==> config.mk <==
export PLATFORM = sky130hd
export DESIGN_NAME = keypad_guess_entry
export DESIGN_NICKNAME = d
export VERILOG_FILES = /design/src/rtl/keypad_guess_entry.sv
export SDC_FILE = /design/constraint.sdc
export NUM_CORES = 1
export LEC_CHECK = 0
export ABC_AREA = 0
export CELL_PAD_IN_SITES_DETAIL_PLACEMENT = 2
export CELL_PAD_IN_SITES_GLOBAL_PLACEMENT = 2
export CORE_MARGIN = 2
export CORE_UTILIZATION = 36
export CTS_CLUSTER_SIZE = 16
export DETAILED_ROUTE_END_ITERATION = 8
export GPL_TIMING_DRIVEN = 0
export MAX_ROUTING_LAYER = met4
export PLACE_DENSITY = 0.91
export REMOVE_ABC_BUFFERS = 1
export SLEW_MARGIN = 10
export SYNTH_ARGS = -nofsm -noshare
export SYNTH_HDL_FRONTEND = slang
export SYNTH_SLANG_ARGS = --single-unit
==> constraint.sdc <==
create_clock -name clk -period 7 [get_ports clk]
set_clock_uncertainty 0.2 [all_clocks]
set_input_delay 0.7 -clock clk [delete_from_list [all_inputs] [get_ports clk]]
set_output_delay 0.7 -clock clk [all_outputs]
set_load 0.005 [all_outputs]
==> src/rtl/keypad_guess_entry.sv <==
// Keypad guess entry: debounces whole key presses from the 4x4 row scanner and
// assembles a 4-digit, non-repeating BCD guess for the game core.
// Ports:
//   clk, rst          - system clock, asynchronous active-high reset
//   keypadRow         - scanner active-low row strobe (1110,1101,1011,0111)
//   keypadCol         - raw active-low column lines, sampled with keypadRow
//   keypadBuf         - scanner held key code (0-9 digit, a=backspace, b=enter)
//   key_valid         - one-cycle pulse per debounced press
//   key_code          - key code captured with key_valid, held until next press
//   guess             - BCD guess, digit 0 in [15:12]
//   digit_cnt         - number of digits entered (0..4)
//   guess_valid       - one-cycle submit pulse; guess holds the submitted value
//   dup_err           - one-cycle pulse when a repeated digit is rejected
module keypad_guess_entry #(
  parameter int unsigned DEBOUNCE_FRAMES = 4
) (
  input  logic        clk,
  input  logic        rst,
  input  logic [3:0]  keypadRow,
  input  logic [3:0]  keypadCol,
  input  logic [3:0]  keypadBuf,
  output logic        key_valid,
  output logic [3:0]  key_code,
  output logic [15:0] guess,
  output logic [2:0]  digit_cnt,
  output logic        guess_valid,
  output logic        dup_err
);

  localparam int unsigned CNT_W  = 4;
  localparam int unsigned DIGITS = 4;
  localparam logic [CNT_W-1:0] FRAMES = CNT_W'(DEBOUNCE_FRAMES);

  typedef enum logic [1:0] {
    S_RELEASED  = 2'd0,
    S_PRESSING  = 2'd1,
    S_HELD      = 2'd2,
    S_RELEASING = 2'd3
  } state_e;

  state_e            state_q, state_d;
  logic [CNT_W-1:0]  dbc_cnt_q, dbc_cnt_d;
  logic              frame_acc_q, frame_acc_d;
  logic              key_valid_q, key_valid_d;
  logic [3:0]        key_code_q, key_code_d;
  logic [15:0]       guess_q, guess_d;
  logic [2:0]        digit_cnt_q, digit_cnt_d;
  logic              guess_valid_q, guess_valid_d;
  logic              dup_err_q, dup_err_d;

  logic legal_row;
  logic key_sample;
  logic frame_end;
  logic frame_down;
  logic fire;
  logic dup_hit;

  // Illegal row strobes count as "no key" for the whole sample.
  always_comb begin
    legal_row = 1'b0;
    case (keypadRow)
      4'b1110, 4'b1101, 4'b1011, 4'b0111: legal_row = 1'b1;
      default:                            legal_row = 1'b0;
    endcase
    key_sample  = legal_row && (keypadCol != 4'b1111);
    frame_end   = (keypadRow == 4'b0111);
    frame_down  = frame_acc_q | key_sample;
    frame_acc_d = frame_end ? 1'b0 : frame_down;
  end

  // Debounce FSM: only advances on the last row of each scan frame.
  always_comb begin
    state_d   = state_q;
    dbc_cnt_d = dbc_cnt_q;
    fire      = 1'b0;
    if (frame_end) begin
      case (state_q)
        S_RELEASED: begin
          if (frame_down) begin
            if (FRAMES <= CNT_W'(1)) begin
              state_d   = S_HELD;
              dbc_cnt_d = '0;
              fire      = 1'b1;
            end else begin
              state_d   = S_PRESSING;
              dbc_cnt_d = CNT_W'(1);
            end
          end
        end
        S_PRESSING: begin
          if (!frame_down) begin
            state_d   = S_RELEASED;
            dbc_cnt_d = '0;
          end else if (dbc_cnt_q + CNT_W'(1) >= FRAMES) begin
            state_d   = S_HELD;
            dbc_cnt_d = '0;
            fire      = 1'b1;
          end else begin
            dbc_cnt_d = dbc_cnt_q + CNT_W'(1);
          end
        end
        S_HELD: begin
          if (!frame_down) begin
            if (FRAMES <= CNT_W'(1)) begin
              state_d   = S_RELEASED;
              dbc_cnt_d = '0;
            end else begin
              state_d   = S_RELEASING;
              dbc_cnt_d = CNT_W'(1);
            end
          end
        end
        S_RELEASING: begin
          if (frame_down) begin
            state_d   = S_HELD;
            dbc_cnt_d = '0;
          end else if (dbc_cnt_q + CNT_W'(1) >= FRAMES) begin
            state_d   = S_RELEASED;
            dbc_cnt_d = '0;
          end else begin
            dbc_cnt_d = dbc_cnt_q + CNT_W'(1);
          end
        end
        default: begin
          state_d   = S_RELEASED;
          dbc_cnt_d = '0;
        end
      endcase
    end
    key_valid_d = fire;
    key_code_d  = fire ? keypadBuf : key_code_q;
  end

  // Entry processing on the registered key event; a submit clears one cycle later.
  always_comb begin
    guess_d       = guess_q;
    digit_cnt_d   = digit_cnt_q;
    guess_valid_d = 1'b0;
    dup_err_d     = 1'b0;
    dup_hit       = 1'b0;
    for (int i = 0; i < DIGITS; i++) begin
      if ((3'(i) < digit_cnt_q) && (guess_q[4*(3-i) +: 4] == key_code_q)) dup_hit = 1'b1;
    end
    if (guess_valid_q) begin
      guess_d     = '0;
      digit_cnt_d = '0;
    end else if (key_valid_q) begin
      if (key_code_q <= 4'd9) begin
        // A full guess swallows further digits silently, even repeats.
        if (digit_cnt_q < 3'(DIGITS)) begin
          if (dup_hit) begin
            dup_err_d = 1'b1;
          end else begin
            for (int i = 0; i < DIGITS; i++) begin
              if (3'(i) == digit_cnt_q) guess_d[4*(3-i) +: 4] = key_code_q;
            end
            digit_cnt_d = digit_cnt_q + 3'd1;
          end
        end
      end else if (key_code_q == 4'ha) begin
        if (digit_cnt_q != 3'd0) begin
          for (int i = 0; i < DIGITS; i++) begin
            if (3'(i) == digit_cnt_q - 3'd1) guess_d[4*(3-i) +: 4] = 4'd0;
          end
          digit_cnt_d = digit_cnt_q - 3'd1;
        end
      end else if ((key_code_q == 4'hb) && (digit_cnt_q == 3'(DIGITS))) begin
        guess_valid_d = 1'b1;
      end
    end
  end

  always_ff @(posedge clk or posedge rst) begin
    if (rst) begin
      state_q       <= S_RELEASED;
      dbc_cnt_q     <= '0;
      frame_acc_q   <= 1'b0;
      key_valid_q   <= 1'b0;
      key_code_q    <= '0;
      guess_q       <= '0;
      digit_cnt_q   <= '0;
      guess_valid_q <= 1'b0;
      dup_err_q     <= 1'b0;
    end else begin
      state_q       <= state_d;
      dbc_cnt_q     <= dbc_cnt_d;
      frame_acc_q   <= frame_acc_d;
      key_valid_q   <= key_valid_d;
      key_code_q    <= key_code_d;
      guess_q       <= guess_d;
      digit_cnt_q   <= digit_cnt_d;
      guess_valid_q <= guess_valid_d;
      dup_err_q     <= dup_err_d;
    end
  end

  assign key_valid   = key_valid_q;
  assign key_code    = key_code_q;
  assign guess       = guess_q;
  assign digit_cnt   = digit_cnt_q;
  assign guess_valid = guess_valid_q;
  assign dup_err     = dup_err_q;

endmodule

---- After elaboration in Yosys (flattened, before gate mapping) ----
Index checks and enable logic that the tools add are counted.
storage, ports and cells
  bits of input ports ..................... 14
  output and inout port bits .............. 26
  word-level logic and storage cells ...... 134
  register bits ........................... 33
operators by class
  reduce and logical (&&, ||, !) cells .... 25
  add/subtract/negate cells ............... 3
  eq/ne operators ......................... 31
  magnitude comparators ................... 7
  bitwise operators ....................... 1
  mux-type cells .......................... 55
operators by type and width
  cell                                                                                 number
  16-bit two-way mux                                                                   7
  4-bit two-way mux                                                                    13
  7-bit AND reduction                                                                  4
  3-bit two-way mux                                                                    7
  3-bit nonzero test                                                                   7
  4-bit == test, second input constant                                                 5
  1-bit two-way mux                                                                    20
  4-bit == test                                                                        4
  4-bit one-hot mux with 4 select lines                                                1
  3-bit by 2-bit inequality test with 1-bit output, second input constant              5
  2-bit by 3-bit == test with 1-bit output, first input constant                       4
  2-bit two-way mux                                                                    6
  5-bit AND reduction                                                                  2
  3-bit inequality test, second input constant                                         3
  2-bit one-hot mux with 4 select lines                                                1
  1-bit by 3-bit == test with 1-bit output, first input constant                       2
  1-bit logical AND                                                                    6
  3-bit logical NOT                                                                    2
  1-bit by 3-bit < comparator with 1-bit output, first input constant                  2
  2-bit by 3-bit < comparator with 1-bit output, first input constant                  2
  4-bit by 1-bit adder with 4-bit output, second input constant                        1
  2-bit == test, second input constant                                                 2
  4-bit by 3-bit == test with 1-bit output, second input constant                      1
  4-bit by 3-bit greater-or-equal comparator with 1-bit output, second input constant  1
  13 further kinds                                                                     14

---- Depth between registers and ports, before layout ----
  depth after elaboration ................. 11
  mapped depth ............................ 8
  mapped depth without buffers ............ 8

---- Least setup slack after synthesis ----
OpenSTA, ideal clock, no wires.
  path kind ............................... in2reg
  start ................................... input keypadRow[3]
  end ..................................... register key_code_q[0] (netlist: key_code[0])
  arrival time ............................ 2.247 ns
  setup slack ............................. 4.428 ns
  setup time .............................. 0.125 ns
  stages .................................. 6
  cell sequence ........................... and4b_1 > buf_1 > or3b_1 > or3_1 > buf_2 > mux2_4
on the way
  word-level cells in the longest chain between the ends .. 8
RTL lines
  what                                                                       line    RTL
  start: declaration                                                         19      input logic [3:0] keypadRow,
  4-bit by 3-bit == test with 1-bit output or 4-bit == test (tied branches)  61, 66
  4-bit OR reduction                                                         61      case (keypadRow)
  1-bit two-way mux                                                          61
  1-bit logical AND                                                          65      key_sample = legal_row && (keypadCol != 4'b1111);
  1-bit bitwise OR                                                           67      frame_down = frame_acc_q | key_sample;
  1-bit two-way mux                                                          91      if (!frame_down) begin
  1-bit two-way mux                                                          77      case (state_q)
  1-bit two-way mux *                                                        76      if (frame_end) begin
  end signal: assignment                                                     189     key_code_q <= key_code_d;
  end: declaration                                                           45      logic [3:0] key_code_q, key_code_d;
Every way passes the cells marked *; elsewhere a longest branch is shown, timed or not.
A chain may end at the register's enable or synchronous reset.

---- Final worst setup path ----
  start ................................... register digit_cnt_q[0] (netlist: digit_cnt[0])
  end ..................................... register guess_q[4] (netlist: guess[4])
on the way
  word-level cells in the longest chain between the ends .. 8
RTL lines
  what                                           line  RTL
  start: declaration                             47    logic [2:0] digit_cnt_q, digit_cnt_d;
  start signal: assignment                       191   digit_cnt_q <= digit_cnt_d;
  1-bit by 3-bit < comparator with 1-bit output  142   if ((3'(i) < digit_cnt_q) && (guess_q[4*(3-i) +: 4] == key_code_q)) dup_hit = 1'b1;
  1-bit logical AND                              142
  1-bit two-way mux (4 in a row)                 142
  3-bit inequality test (no line)                --
  7-bit AND reduction (no line) *                --
  end signal: assignment                         190   guess_q <= guess_d;
  end: declaration                               46    logic [15:0] guess_q, guess_d;
Marks and branches as above.

==> summary.md <==
| Metric | Value |
|---|---|
| Clock Latency Late Sink | `290 ps` |
| DP Wirelength | `4.47 mm` |
| Worst r2r path cells | `8` |
| Setup crit end kind | `register` |
| Total Routed Length | `6.10 mm` |
| Via density | `5.40` |
| CTS buffer count | `5` |
| Yosys top cell area share | `39.8%` |
| Ant diodes | `0` |
| Relative slew slack | `50.5%` |
| Yosys top cell by area | `dfrtp_1` |
| Ys Warns | `0` |
| Global-route wire length before repair | `10.2 mm` |
| Sequential element share of the synthesized area | `39.8%` |
| Crit Path Category | `register to register` |
| Max Slew Vio Count | `0` |
| Min Tclk post-route | `2970 ps` |
| Slew @ Worst Pin | `741 ps` |
| Vias in the first global route | `1887` |
| # setup viols final | `0` |
| Top cells by area, synth | `dfrtp_1 40%, mux2_1 5.4%, mux2i_1 4.3%` |
| Starting density of the core | `37.5%` |
| Hold Path Stages | `1` |
| DIE HEIGHT | `80.0 um` |
| Setup TNS | `0 ps` |
| Mapped Area | `2080 um2` |
| 1st-iter DRT viols | `100` |
| Crit-path cells | `inv_1 -> ha_1 -> nand2b_2 -> a21boi_1 -> o21ai_0 -> nand2_2 -> o41ai_4 -> mux2i_1` |
| Placer Congestion | `0.743` |
| Post-CTS Hold Buffers | `0` |
| Max Root-Sink Buffers | `2` |
| Max-cap violations | `0` |
| Sinks on Clock Net | `33` |
| Syn-to-layout area delta | `26.1%` |
| Unrepaired setup endpoints after global routing | `false` |
| Core footprint | `5540 um2` |
| PostCTS Resize Cnt | `0` |
| Maximum fanout along the worst path | `9` |
| TritonCTS clock tree | `built` |
| Hold Path Class | `register to register` |
| Fin. Hold Viols | `0` |
| Syn avg cell area | `10.7 um2` |
| Gr usage total | `21.8%` |
| Yosys cell types | `51` |
| Root Buffer | `clkbuf_8` |
| Port bufs | `39` |
| Initial antenna violation count | `0` |
| IO Pins | `40` |
| Commonest non-fill, non-tap cell in the layout | `clkdlybuf4s50_1` |
| Post-CTS setup buffers | `0` |
| Post-synthesis sequential element count | `33` |
| Final period util | `42.4%` |
| Asr flop ratio synth | `100%` |
| Pre-antenna DRT Iters | `4` |
| Row count | `27` |
| Status | `completed` |
| DR vias | `1642` |
| CP Data Arrival Time | `2960 ps` |
| VDD IR max | `97.0 uV` |
| Fmax achieved | `337 MHz` |
| # DRC | `0` |
| Clock transition at the registers of the reported paths | `70 ps` |
| Total congestion overflow | `0` |
| Leak Pwr | `1.15 nW` |
| Power per Cell Area | `216 nW/um2` |
| Share of layout cells above drive strength 1 | `10.8%` |
| Fin nets | `252` |
| Worst path slowest cell | `o41ai_4` |
| Crit-path max cell delay | `620 ps` |
| Cells after Synth | `194` |
| Commonest cells after routing, fill and taps aside | `39 x clkdlybuf4s50_1, 33 x dfrtp_1, 13 x nand2_1, 11 x nand2b_1, 10 x mux2_1` |
| Die W | `80.0 um` |
| Pin count of the biggest net entering global routing | `34` |
| Worst Setup Start Kind | `register` |
| Max H-tree Level | `2` |
| Critical Path RT | `6990 ps` |
| Wirelength per Cell | `20.1 um` |
| Post-layout util | `47.3%` |
| Die area | `6390 um2` |
| Number of enable flip-flop cells after synthesis | `0` |
| Remaining antenna violation count after routing | `0` |
| Main synth FF type | `dfrtp_1` |
| Layout fillers | `585` |
==> kinds of logic (layout without fill, tap and decap cells) <==
group / count (synthesis) / count (layout) / share of synthesized area, %
flops: 33 / 33 / 39.8
fa+ha+maj: 7 / 7 / 4.22
simple gates: 65 / 65 / 17.9
buf+inv: 17 / 55 / 4.10
mux: 23 / 23 / 12.7
compound gates: 33 / 33 / 14.6
xor+xnor: 16 / 16 / 6.75
==> cell usage after synthesis, types with 3 or more instances <==
| master | number |
|---|---|
| dfrtp_1 | 33 |
| nand2_1 | 13 |
| nand2b_1 | 11 |
| mux2_1 | 10 |
| mux2i_1 | 9 |
| nor2_1 | 9 |
| xnor2_1 | 8 |
| xor2_1 | 8 |
| ha_1 | 7 |
| a21oi_1 | 6 |
| inv_1 | 6 |
| o21ai_0 | 6 |
| and2_1 | 5 |
| mux2_4 | 4 |
| nand3_1 | 4 |
| and3_1 | 3 |
| and4b_1 | 3 |
| buf_4 | 3 |
| nand4_1 | 3 |
| nor3_1 | 3 |
| o41ai_4 | 3 |
==> flip-flops by register name (all words and copies together) (netlist names), named ones only <==
signal	count
digit_cnt	3
key_valid	1
guess_valid	1
key_code	4
dup_err	1
frame_acc_q	1
dbc_cnt_q	4
guess	16
state_q	1
==> path summary, 6_finish.rpt <==
check | startpoint | end | slack, ps
min reg2reg | state_q[0] | dbc_cnt_q[0] | 310
min in group asynchronous | rst | guess[9] | 680
max in group asynchronous | rst | digit_cnt[0] | 5450
max | digit_cnt[0] | guess[4] | 4030
max reg2reg | digit_cnt[0] | guess[4] | 4030
min | state_q[0] | dbc_cnt_q[0] | 310
==> report_power, final <==
part           internal, mW  total, mW  switching [mW]  leakage, nW
combinational        0.0629      0.142          0.0787        0.640
sequential            0.205      0.236          0.0304        0.451
clock                 0.116      0.189          0.0734       0.0585
==> routing by layer <==
layer  vias up  global-route usage (%)  wire length, um
met4         0                    8.81              163
met1       820                    25.5             2610
li1        759                       -                -
met3        16                    3.17              175
met5         -                       -                0
met2        47                    37.5             3150
==> critical path: cells and delay by family, from the launching register on <==
family	cells	cell delay, ps
DFF	1	540
buffers and inverters	1	190
AOI/OAI and AO/OA	3	980
muxes	1	320
and+or+nand+nor	2	370
adders and majority gates	1	270
==> final cells by class <==
class / count / area, um2 / area share [%]
Multi-Input combinational cell: 144 / 1170 / 44.5
Sequential cell: 33 / 826 / 31.5
Timing Repair Buffer: 39 / 390 / 14.9
Tap cell: 72 / 90.1 / 3.44
Clock buffer: 7 / 86.3 / 3.30
Clock inverter: 1 / 30.0 / 1.15
Inverter: 8 / 30.0 / 1.15
==> metrics by stage <==
step | setup WS, ps | cells | area [um2] | hold WS [ps] | power, mW
2_1_floorplan | 4500 | 185 | 2020 | 254 | 0.321
3_3_place_gp | 3900 | 296 | 2500 | 286 | 0.365
3_5_place_dp | 3860 | 296 | 2500 | 305 | 0.380
4_1_cts | 4030 | 304 | 2620 | 316 | 0.573
5_1_grt | 3890 | 304 | 2620 | 340 | 0.595
6_report | 4030 | 304 | 2620 | 311 | 0.567
Note: power is estimated with default switching activity, not from simulation.
